`config.mk`:
```
export PLATFORM = sky130hd
export DESIGN_NAME = difftest_step_sched_flat
export DESIGN_NICKNAME = d
export VERILOG_FILES = /design/src/rtl/difftest_step_sched_if.sv /design/src/rtl/difftest_step_sched.sv /design/src/flat_wrapper.sv
export SDC_FILE = /design/constraint.sdc
export NUM_CORES = 2
export LEC_CHECK = 0
export CAP_MARGIN = 10
export CORE_MARGIN = 4
export CORE_UTILIZATION = 60
export CTS_CLUSTER_DIAMETER = 30
export DETAILED_ROUTE_END_ITERATION = 8
export PLACE_DENSITY = 0.89
export SYNTH_ARGS = -nofsm -noshare
export SYNTH_HDL_FRONTEND = slang
export SYNTH_SLANG_ARGS = --single-unit
```
`constraint.sdc`:
```
create_clock -name clk_i -period 13.3 [get_ports clk_i]
set_input_delay 3.99 -clock clk_i [delete_from_list [all_inputs] [get_ports clk_i]]
set_output_delay 3.99 -clock clk_i [all_outputs]
set_load 0.01 [all_outputs]
```
`src/rtl/difftest_step_sched_if.sv`:
```
// Commit-port, reference-step and checker signals of the difftest step scheduler.
// The slave modport is the scheduler itself; the master modport is the DUT/ref/checker side.
interface difftest_step_sched_if #(
  parameter int XLEN  = 64,
  parameter int DEPTH = 16
);
  logic                    c0_valid_i;
  logic [XLEN-1:0]         c0_pc_i;
  logic                    c0_trap_i;
  logic                    c1_valid_i;
  logic [XLEN-1:0]         c1_pc_i;
  logic                    c1_trap_i;

  // Step handshake: a step transfers on a cycle where ref_step_valid_o and
  // ref_step_ready_i are both high at the clock edge; while valid is high and
  // ready is low, valid and ref_step_pc_o stay unchanged.
  logic                    ref_step_valid_o;
  logic                    ref_step_ready_i;
  logic [XLEN-1:0]         ref_step_pc_o;

  logic                    cmp_req_o;
  logic [XLEN-1:0]         cmp_pc_o;
  logic                    cmp_done_i;
  logic                    cmp_pass_i;

  logic                    halt_o;
  logic [2:0]              err_code_o;
  logic [63:0]             retired_cnt_o;
  logic [$clog2(DEPTH):0]  fifo_level_o;
  logic [2:0]              dbg_state;

  modport master (
    output c0_valid_i, c0_pc_i, c0_trap_i,
    output c1_valid_i, c1_pc_i, c1_trap_i,
    output ref_step_ready_i, cmp_done_i, cmp_pass_i,
    input  ref_step_valid_o, ref_step_pc_o, cmp_req_o, cmp_pc_o,
    input  halt_o, err_code_o, retired_cnt_o, fifo_level_o, dbg_state
  );

  modport slave (
    input  c0_valid_i, c0_pc_i, c0_trap_i,
    input  c1_valid_i, c1_pc_i, c1_trap_i,
    input  ref_step_ready_i, cmp_done_i, cmp_pass_i,
    output ref_step_valid_o, ref_step_pc_o, cmp_req_o, cmp_pc_o,
    output halt_o, err_code_o, retired_cnt_o, fifo_level_o, dbg_state
  );
endinterface

```
`src/rtl/difftest_step_sched.sv`:
```
// Buffers up to two commits per cycle, steps the reference model one entry at a
// time and sequences a compare per non-trap entry; halts on the first error.
module difftest_step_sched #(
  parameter int XLEN    = 64,
  parameter int DEPTH   = 16,
  parameter int TIMEOUT = 100000
) (
  input  logic                  clk_i,
  input  logic                  arst_i,
  difftest_step_sched_if.slave  bus
);

  localparam int PW  = $clog2(DEPTH);
  localparam int LW  = PW + 1;
  localparam int FW  = LW + 1;
  localparam int WDW = $clog2(TIMEOUT) + 1;

  localparam logic [2:0] E_NONE     = 3'd0;
  localparam logic [2:0] E_OVERFLOW = 3'd1;
  localparam logic [2:0] E_ORDER    = 3'd2;
  localparam logic [2:0] E_MISMATCH = 3'd3;
  localparam logic [2:0] E_TIMEOUT  = 3'd4;

  typedef enum logic [2:0] {
    S_IDLE  = 3'd0,
    S_ISSUE = 3'd1,
    S_CMP   = 3'd2,
    S_WAIT  = 3'd3,
    S_HALT  = 3'd4
  } state_t;

  state_t          state;
  logic [XLEN:0]   mem [DEPTH];  // {pc, trap}
  logic [PW-1:0]   rd_ptr;
  logic [PW-1:0]   wr_ptr;
  logic [LW-1:0]   count;
  logic [XLEN-1:0] cmp_pc;
  logic [2:0]      err_code;
  logic [63:0]     retired;
  logic [WDW-1:0]  wd_cnt;
  logic            wd_armed;

  logic [1:0]      n_valid;
  logic [1:0]      n_push;
  logic [FW-1:0]   free_after;
  logic [LW-1:0]   count_next;
  logic            running;
  logic            pop;
  logic            head_trap;
  logic            in_cmp;
  logic            cmp_ok;
  logic            cmp_fail;
  logic            order_err;
  logic            ovf_err;
  logic            push_ok;
  logic            timeout_err;
  logic [2:0]      err_next;
  state_t          after_retire;

  always_comb begin
    running    = (state != S_HALT);
    n_valid    = 2'(bus.c0_valid_i) + 2'(bus.c1_valid_i);
    pop        = (state == S_ISSUE) && bus.ref_step_ready_i;
    head_trap  = mem[rd_ptr][0];
    in_cmp     = (state == S_CMP) || (state == S_WAIT);
    cmp_ok     = in_cmp && bus.cmp_done_i && bus.cmp_pass_i;
    cmp_fail   = in_cmp && bus.cmp_done_i && !bus.cmp_pass_i;
    // Free space counts the slot released by this cycle's pop.
    free_after = FW'(DEPTH) - FW'(count) + FW'(pop);
    order_err  = running && bus.c1_valid_i && !bus.c0_valid_i;
    ovf_err    = running && (FW'(n_valid) > free_after);
    push_ok    = running && (n_valid != 2'd0) && !order_err && !ovf_err && !cmp_fail;
    n_push     = push_ok ? n_valid : 2'd0;
    count_next = count + LW'(n_push) - LW'(pop);
    timeout_err = running && wd_armed && (wd_cnt == WDW'(TIMEOUT - 1)) && !push_ok;

    err_next = E_NONE;
    if (cmp_fail)         err_next = E_MISMATCH;
    else if (ovf_err)     err_next = E_OVERFLOW;
    else if (order_err)   err_next = E_ORDER;
    else if (timeout_err) err_next = E_TIMEOUT;

    after_retire = (count_next != '0) ? S_ISSUE : S_IDLE;
  end

  always_ff @(posedge clk_i) begin
    if (push_ok) begin
      mem[wr_ptr] <= {bus.c0_pc_i, bus.c0_trap_i};
      if (bus.c1_valid_i) mem[wr_ptr + 1'b1] <= {bus.c1_pc_i, bus.c1_trap_i};
    end
  end

  always_ff @(posedge clk_i or negedge arst_i) begin
    if (!arst_i) begin
      state    <= S_IDLE;
      rd_ptr   <= '0;
      wr_ptr   <= '0;
      count    <= '0;
      cmp_pc   <= '0;
      err_code <= E_NONE;
      retired  <= '0;
      wd_cnt   <= '0;
      wd_armed <= 1'b0;
    end else if (running) begin
      if (push_ok) begin
        wr_ptr   <= wr_ptr + PW'(n_push);
        wd_cnt   <= '0;
        wd_armed <= 1'b1;
      end else if (wd_armed) begin
        wd_cnt <= wd_cnt + 1'b1;
      end
      if (pop) rd_ptr <= rd_ptr + 1'b1;
      count <= count_next;

      case (state)
        S_IDLE: begin
          if (count_next != '0) state <= S_ISSUE;
        end
        S_ISSUE: begin
          if (pop) begin
            if (head_trap) begin
              retired <= retired + 64'd1;
              state   <= after_retire;
            end else begin
              cmp_pc <= mem[rd_ptr][XLEN:1];
              state  <= S_CMP;
            end
          end
        end
        S_CMP: begin
          if (cmp_ok) begin
            retired <= retired + 64'd1;
            state   <= after_retire;
          end else begin
            state <= S_WAIT;
          end
        end
        S_WAIT: begin
          if (cmp_ok) begin
            retired <= retired + 64'd1;
            state   <= after_retire;
          end
        end
        default: state <= S_IDLE;
      endcase

      // Any error overrides the normal next state; only the first is kept.
      if (err_next != E_NONE) begin
        state    <= S_HALT;
        err_code <= err_next;
      end
    end
  end

  assign bus.ref_step_valid_o = (state == S_ISSUE);
  assign bus.ref_step_pc_o    = (state == S_ISSUE) ? mem[rd_ptr][XLEN:1] : '0;
  assign bus.cmp_req_o        = (state == S_CMP);
  assign bus.cmp_pc_o         = cmp_pc;
  assign bus.halt_o           = (state == S_HALT);
  assign bus.err_code_o       = err_code;
  assign bus.retired_cnt_o    = retired;
  assign bus.fifo_level_o     = count;
  assign bus.dbg_state        = state;

  a_level_bound: assert property (@(posedge clk_i) disable iff (!arst_i) count <= LW'(DEPTH));

endmodule

```
`src/flat_wrapper.sv`:
```
// flat-port wrapper written by rule: the top's interface ports become plain ports
module difftest_step_sched_flat 
#(
  parameter int XLEN    = 64,
  parameter int DEPTH   = 16,
  parameter int TIMEOUT = 100000
)
  (clk_i, arst_i, bus_c0_valid_i, bus_c0_pc_i, bus_c0_trap_i, bus_c1_valid_i, bus_c1_pc_i, bus_c1_trap_i, bus_ref_step_ready_i, bus_cmp_done_i, bus_cmp_pass_i, bus_ref_step_valid_o, bus_ref_step_pc_o, bus_cmp_req_o, bus_cmp_pc_o, bus_halt_o, bus_err_code_o, bus_retired_cnt_o, bus_fifo_level_o, bus_dbg_state);
  difftest_step_sched_if #(.XLEN(XLEN), .DEPTH(DEPTH)) bus_i ();
  input  logic clk_i;
  input  logic arst_i;
  input wire logic [$bits(bus_i.c0_valid_i)-1:0] bus_c0_valid_i;
  input wire logic [$bits(bus_i.c0_pc_i)-1:0] bus_c0_pc_i;
  input wire logic [$bits(bus_i.c0_trap_i)-1:0] bus_c0_trap_i;
  input wire logic [$bits(bus_i.c1_valid_i)-1:0] bus_c1_valid_i;
  input wire logic [$bits(bus_i.c1_pc_i)-1:0] bus_c1_pc_i;
  input wire logic [$bits(bus_i.c1_trap_i)-1:0] bus_c1_trap_i;
  input wire logic [$bits(bus_i.ref_step_ready_i)-1:0] bus_ref_step_ready_i;
  input wire logic [$bits(bus_i.cmp_done_i)-1:0] bus_cmp_done_i;
  input wire logic [$bits(bus_i.cmp_pass_i)-1:0] bus_cmp_pass_i;
  output wire logic [$bits(bus_i.ref_step_valid_o)-1:0] bus_ref_step_valid_o;
  output wire logic [$bits(bus_i.ref_step_pc_o)-1:0] bus_ref_step_pc_o;
  output wire logic [$bits(bus_i.cmp_req_o)-1:0] bus_cmp_req_o;
  output wire logic [$bits(bus_i.cmp_pc_o)-1:0] bus_cmp_pc_o;
  output wire logic [$bits(bus_i.halt_o)-1:0] bus_halt_o;
  output wire logic [$bits(bus_i.err_code_o)-1:0] bus_err_code_o;
  output wire logic [$bits(bus_i.retired_cnt_o)-1:0] bus_retired_cnt_o;
  output wire logic [$bits(bus_i.fifo_level_o)-1:0] bus_fifo_level_o;
  output wire logic [$bits(bus_i.dbg_state)-1:0] bus_dbg_state;
  assign bus_i.c0_valid_i = bus_c0_valid_i;
  assign bus_i.c0_pc_i = bus_c0_pc_i;
  assign bus_i.c0_trap_i = bus_c0_trap_i;
  assign bus_i.c1_valid_i = bus_c1_valid_i;
  assign bus_i.c1_pc_i = bus_c1_pc_i;
  assign bus_i.c1_trap_i = bus_c1_trap_i;
  assign bus_i.ref_step_ready_i = bus_ref_step_ready_i;
  assign bus_i.cmp_done_i = bus_cmp_done_i;
  assign bus_i.cmp_pass_i = bus_cmp_pass_i;
  assign bus_ref_step_valid_o = bus_i.ref_step_valid_o;
  assign bus_ref_step_pc_o = bus_i.ref_step_pc_o;
  assign bus_cmp_req_o = bus_i.cmp_req_o;
  assign bus_cmp_pc_o = bus_i.cmp_pc_o;
  assign bus_halt_o = bus_i.halt_o;
  assign bus_err_code_o = bus_i.err_code_o;
  assign bus_retired_cnt_o = bus_i.retired_cnt_o;
  assign bus_fifo_level_o = bus_i.fifo_level_o;
  assign bus_dbg_state = bus_i.dbg_state;
  difftest_step_sched #(.XLEN(XLEN), .DEPTH(DEPTH), .TIMEOUT(TIMEOUT)) u_core (.clk_i(clk_i), .arst_i(arst_i), .bus(bus_i));
endmodule
```
==> impl_results.md <==
- DR vias: around 37000
- Nets: 3968
- Skew-Pair Late Insertion Delay: 0.82 ns
- Endpoint class of the critical path: flip-flop
- Core Area: 0.100 sq mm
- CP arrival: ~9.1 ns
- TNS Setup: 0 ns
- DRT Wirelength: roughly 180000 um
- Clock Pin Slew Worst Setup and Hold Paths: approximately 0.050 ns
- First-pass GRT wire length: 262000 um
- Largest stage delay, worst path: ~0.99 ns
- Die Width: 326 um
- CTS root buffer: clkbuf_16
- Setup CP Type: in -> reg
- Inserted Clock Buffers: 230
- Fin. max-slew vios: 0
- IO Count: 343
- Fill cells: 5285
- Post-synth EDFFs: 1040
- Antenna-violating nets left: 0
- Mapped cell area: 0.0606 sq mm
- Yosys cell types: 65
- Syn_area_per_cell: 17.2 sq um
- Critical path startpoint category: input pin
- DR DRC count: 0
- Hold Path Class: reg -> reg
- Seq cells post-synth: 1206
- Min cycle time layout: 8.70 ns
- Area share of and/or/nand/nor cells after synthesis: roughly 3.2%
- Final Setup Violations: 0
- GP Congestion: ~0.85
- Global Route Usage Sum: about 33%
- Synthesis-to-finish area growth: 19.7%
- Final Hold Vio Count: 0
- Total grt overflow: 0
- Main combinational cell family by area after synthesis: multiplexers
- CTS tree: done
- P per Cell Area: 212 mW/mm^2
- Crit path max fanout: 38
- Clk sink count: ~1200
- Site row count: 116
- Top FF cell, synth: edfxtp_1
- Syn_nets: 3688
- Vias/cell: between 6 and 7
- Initial antenna violation count: 20
- Max Cap Viol: 0
- Vias in the first global route: 38890
- Compound-Gate Fraction of Synth Area: less than 1%
- Post-Synth XOR/XNOR Area: approximately 1.3%
- Post-CTS sizing: 0
- Worst path slowest cell: nor2_4
- Port Buffers: 342
- Largest net degree at the start of global routing: 158
- H-tree Lvls: 4
- Rel. slew slack: under 10%
- Final HPWL DP: 88200 um
- Cell mode on critical path: ha_1
- Initial Utilization: 60.6%
- Drt pass-1 iters: 7
- Die area: 0.106 sq mm
- Post-CTS Setup Inserts: 0
- Seq/Total Area, Yosys: between 50% and 60%
- Unrepaired setup endpoints after global routing: false
- Leakage: 25.2 nW
- Yosys warning total: 0
- Hold buffer count at cts: 0
- Adder-cell share of the synthesized area: 0.458%
- Crit path buffers/inverters: 5
- Async S/R FF share, synth: 13.8%
- CP Cell Sequence: clkdlybuf4s50_1, nand2_1, ha_1, inv_1, ha_1, inv_1, ha_1, nor2b_1, o2111ai_1, a21oi_2, nor2_4, buf_4, o211ai_1, nor2_4, buf_4
- Peak VDD IR: 0.000274 V
- Worst Path Required: 13.71 ns
- Status: finished, final reports clean
- Crit path max-delay family: simple AND/OR/NAND/NOR gates
- Mux share of post-synthesis cell area: between 30% and 40%
- Pre-CTS setup slack: between 3 and 4 ns
- Final Power: roughly 0.015 W
- Setup slack after layout: 4.60 ns
- WL/cell: about 33 um
- Initial DRC count: 5487
- Die Ht: approximately 330 um
- Layout cells sized above 1: about two fifths
- Layout Skew: 0.0434 ns
- Final Cycle Share: 65.4%
- FMAX: 0.115 GHz
- Clock Tree Buf Depth: 3
- Worst slew pin tran: 1.37 ns
- Post-Syn Instances: around 3500
[worst reg2reg max path, delay by kind of cell, from the launching register on]
kind	cells	cell delay [ns]
and+or+nand+nor	5	2.53
AOI/OAI and AO/OA	3	0.74
adders and majority gates	3	0.70
buffers and inverters	5	1.69
DFF	1	0.50
[synthesized netlist by cell type, types with 2 or more instances]
cell type / n / area, sq um
clkbuf_1: 193 / 724
a21o_1: 5 / 37.5
o211ai_1: 2 / 15.0
nand3_1: 40 / 200
buf_6: 44 / 495
o41ai_1: 2 / 17.5
and3b_1: 2 / 17.5
nor3b_1: 3 / 22.5
mux4_2: 321 / 7230
mux2_2: 792 / 8920
or3_1: 2 / 12.5
a21oi_1: 10 / 50.1
buf_4: 35 / 263
buf_12: 5 / 100
nor2_4: 2 / 22.5
mux2_4: 50 / 751
and3_1: 13 / 81.3
xor2_1: 59 / 517
xnor2_1: 29 / 254
nor2b_1: 7 / 43.8
nand2_1: 62 / 233
nand4_1: 23 / 144
nor4_1: 26 / 163
o21ai_0: 7 / 35.0
nor2_1: 49 / 184
o21bai_1: 2 / 15.0
buf_2: 63 / 315
nor3_1: 36 / 180
nand2b_1: 3 / 18.8
mux2_1: 269 / 3030
buf_1: 10 / 37.5
and4_1: 8 / 70.1
and2_1: 69 / 432
edfxtp_1: 1040 / 31200
inv_1: 33 / 124
fa_1: 2 / 40.0
dfrtp_1: 166 / 4150
ha_1: 19 / 238
[stage by stage]
| stage | hold WS [ns] | area, sq um | cells | util (%) |
|---|---|---|---|---|
| finish | 0.474 | 72600 | 5329 | 72.5 |
| global route | 0.488 | 72600 | 5322 | 72.4 |
| CTS | 0.471 | 72500 | 5309 | 72.4 |
| detailed placement | 0.465 | 64500 | 4876 | 64.4 |
| global placement | 0.456 | 64500 | 4876 | 64.4 |
| floorplan | 0.468 | 60600 | 3530 | - |
[power by group]
group          internal (W)  switching (W)
Combinational       0.00203        0.00225
Sequential          0.00474       0.000320
Clock               0.00395        0.00206
[layout by cell type, fill, tap and decap left out, types with 16 or more instances in the layout]
master,instances
clkbuf_16,234
ha_1,19
nor2_1,44
nand3_1,33
clkinv_1,34
dfrtp_1,163
clkdlybuf4s50_1,341
nor3_1,32
mux4_2,321
nand2_1,61
mux2_1,269
and2_1,69
mux2_4,50
inv_6,16
mux2_2,792
bufinv_16,36
xnor2_1,29
diode_2,20
nand4_1,23
clkinv_2,30
clkinv_4,17
edfxtp_1,1040
buf_4,53
clkinvlp_4,23
clkbuf_1,27
inv_1,31
nor4_1,24
xor2_1,59
[routing by layer]
metal	vias up	share of wire [%]	GRT usage, %	routed length (um)
li1	14612	-	-	-
met1	19055	34	42.5	60900
met2	3027	49	53.6	87300
met3	531	12	8.92	21200
met4	6	4.1	14.9	7280
met5	-	0.031	0	55
[state kept, by name, summed over array words and instances (netlist names)]
signal and count:
u_core.bus.cmp_pc_o 64, u_core.bus.dbg_state 3, u_core.bus.err_code_o 3, u_core.bus.fifo_level_o 5, u_core.bus.retired_cnt_o 64, u_core.mem 1040, u_core.rd_ptr 4, u_core.wd_armed 1
u_core.wd_cnt 18, u_core.wr_ptr 4
[final cells by class]
cell class	instances	area [sq um]	area share [%]
sequential	1206	35400	48.8
multi-input combinational	1940	23400	32.3
clock inverter	165	1990	2.75
inverter	34	133	0.183
timing repair buffer	398	3880	5.35
antenna	20	50.0	0.0690
tap	1298	1620	2.24
clock buffer	268	6050	8.34
[kinds of logic (layout without fill, tap and decap cells)]
kind of cell | count (synthesis) | after routing
muxes | 1432 | 1432
DFF | 1206 | 1206
buffers and inverters | 384 | 865
and+or+nand+nor | 357 | 357
xor gates and xnor gates | 88 | 88
AOI/OAI and AO/OA | 42 | 42
adders and majority gates | 21 | 21
other | 0 | 20
[path summary, 6_finish.rpt]
path / from / end / slack (ns) / cells after the start
setup / recovery: bus_ref_step_ready_i / u_core.mem[13][4] / 4.60 / 15
hold reg to reg: u_core.bus.retired_cnt_o[63] / u_core.bus.retired_cnt_o[63] / 0.47 / 1
setup reg to reg: u_core.bus.dbg_state[2] / u_core.mem[13][4] / 6.71 / 16
max in group asynchronous: arst_i / u_core.bus.cmp_pc_o[10] / 8.44 / 2
min in group asynchronous: arst_i / u_core.bus.cmp_pc_o[38] / 3.32 / 1
hold / removal: u_core.bus.retired_cnt_o[63] / u_core.bus.retired_cnt_o[63] / 0.47 / 1
(Power assumes the default switching activity.)
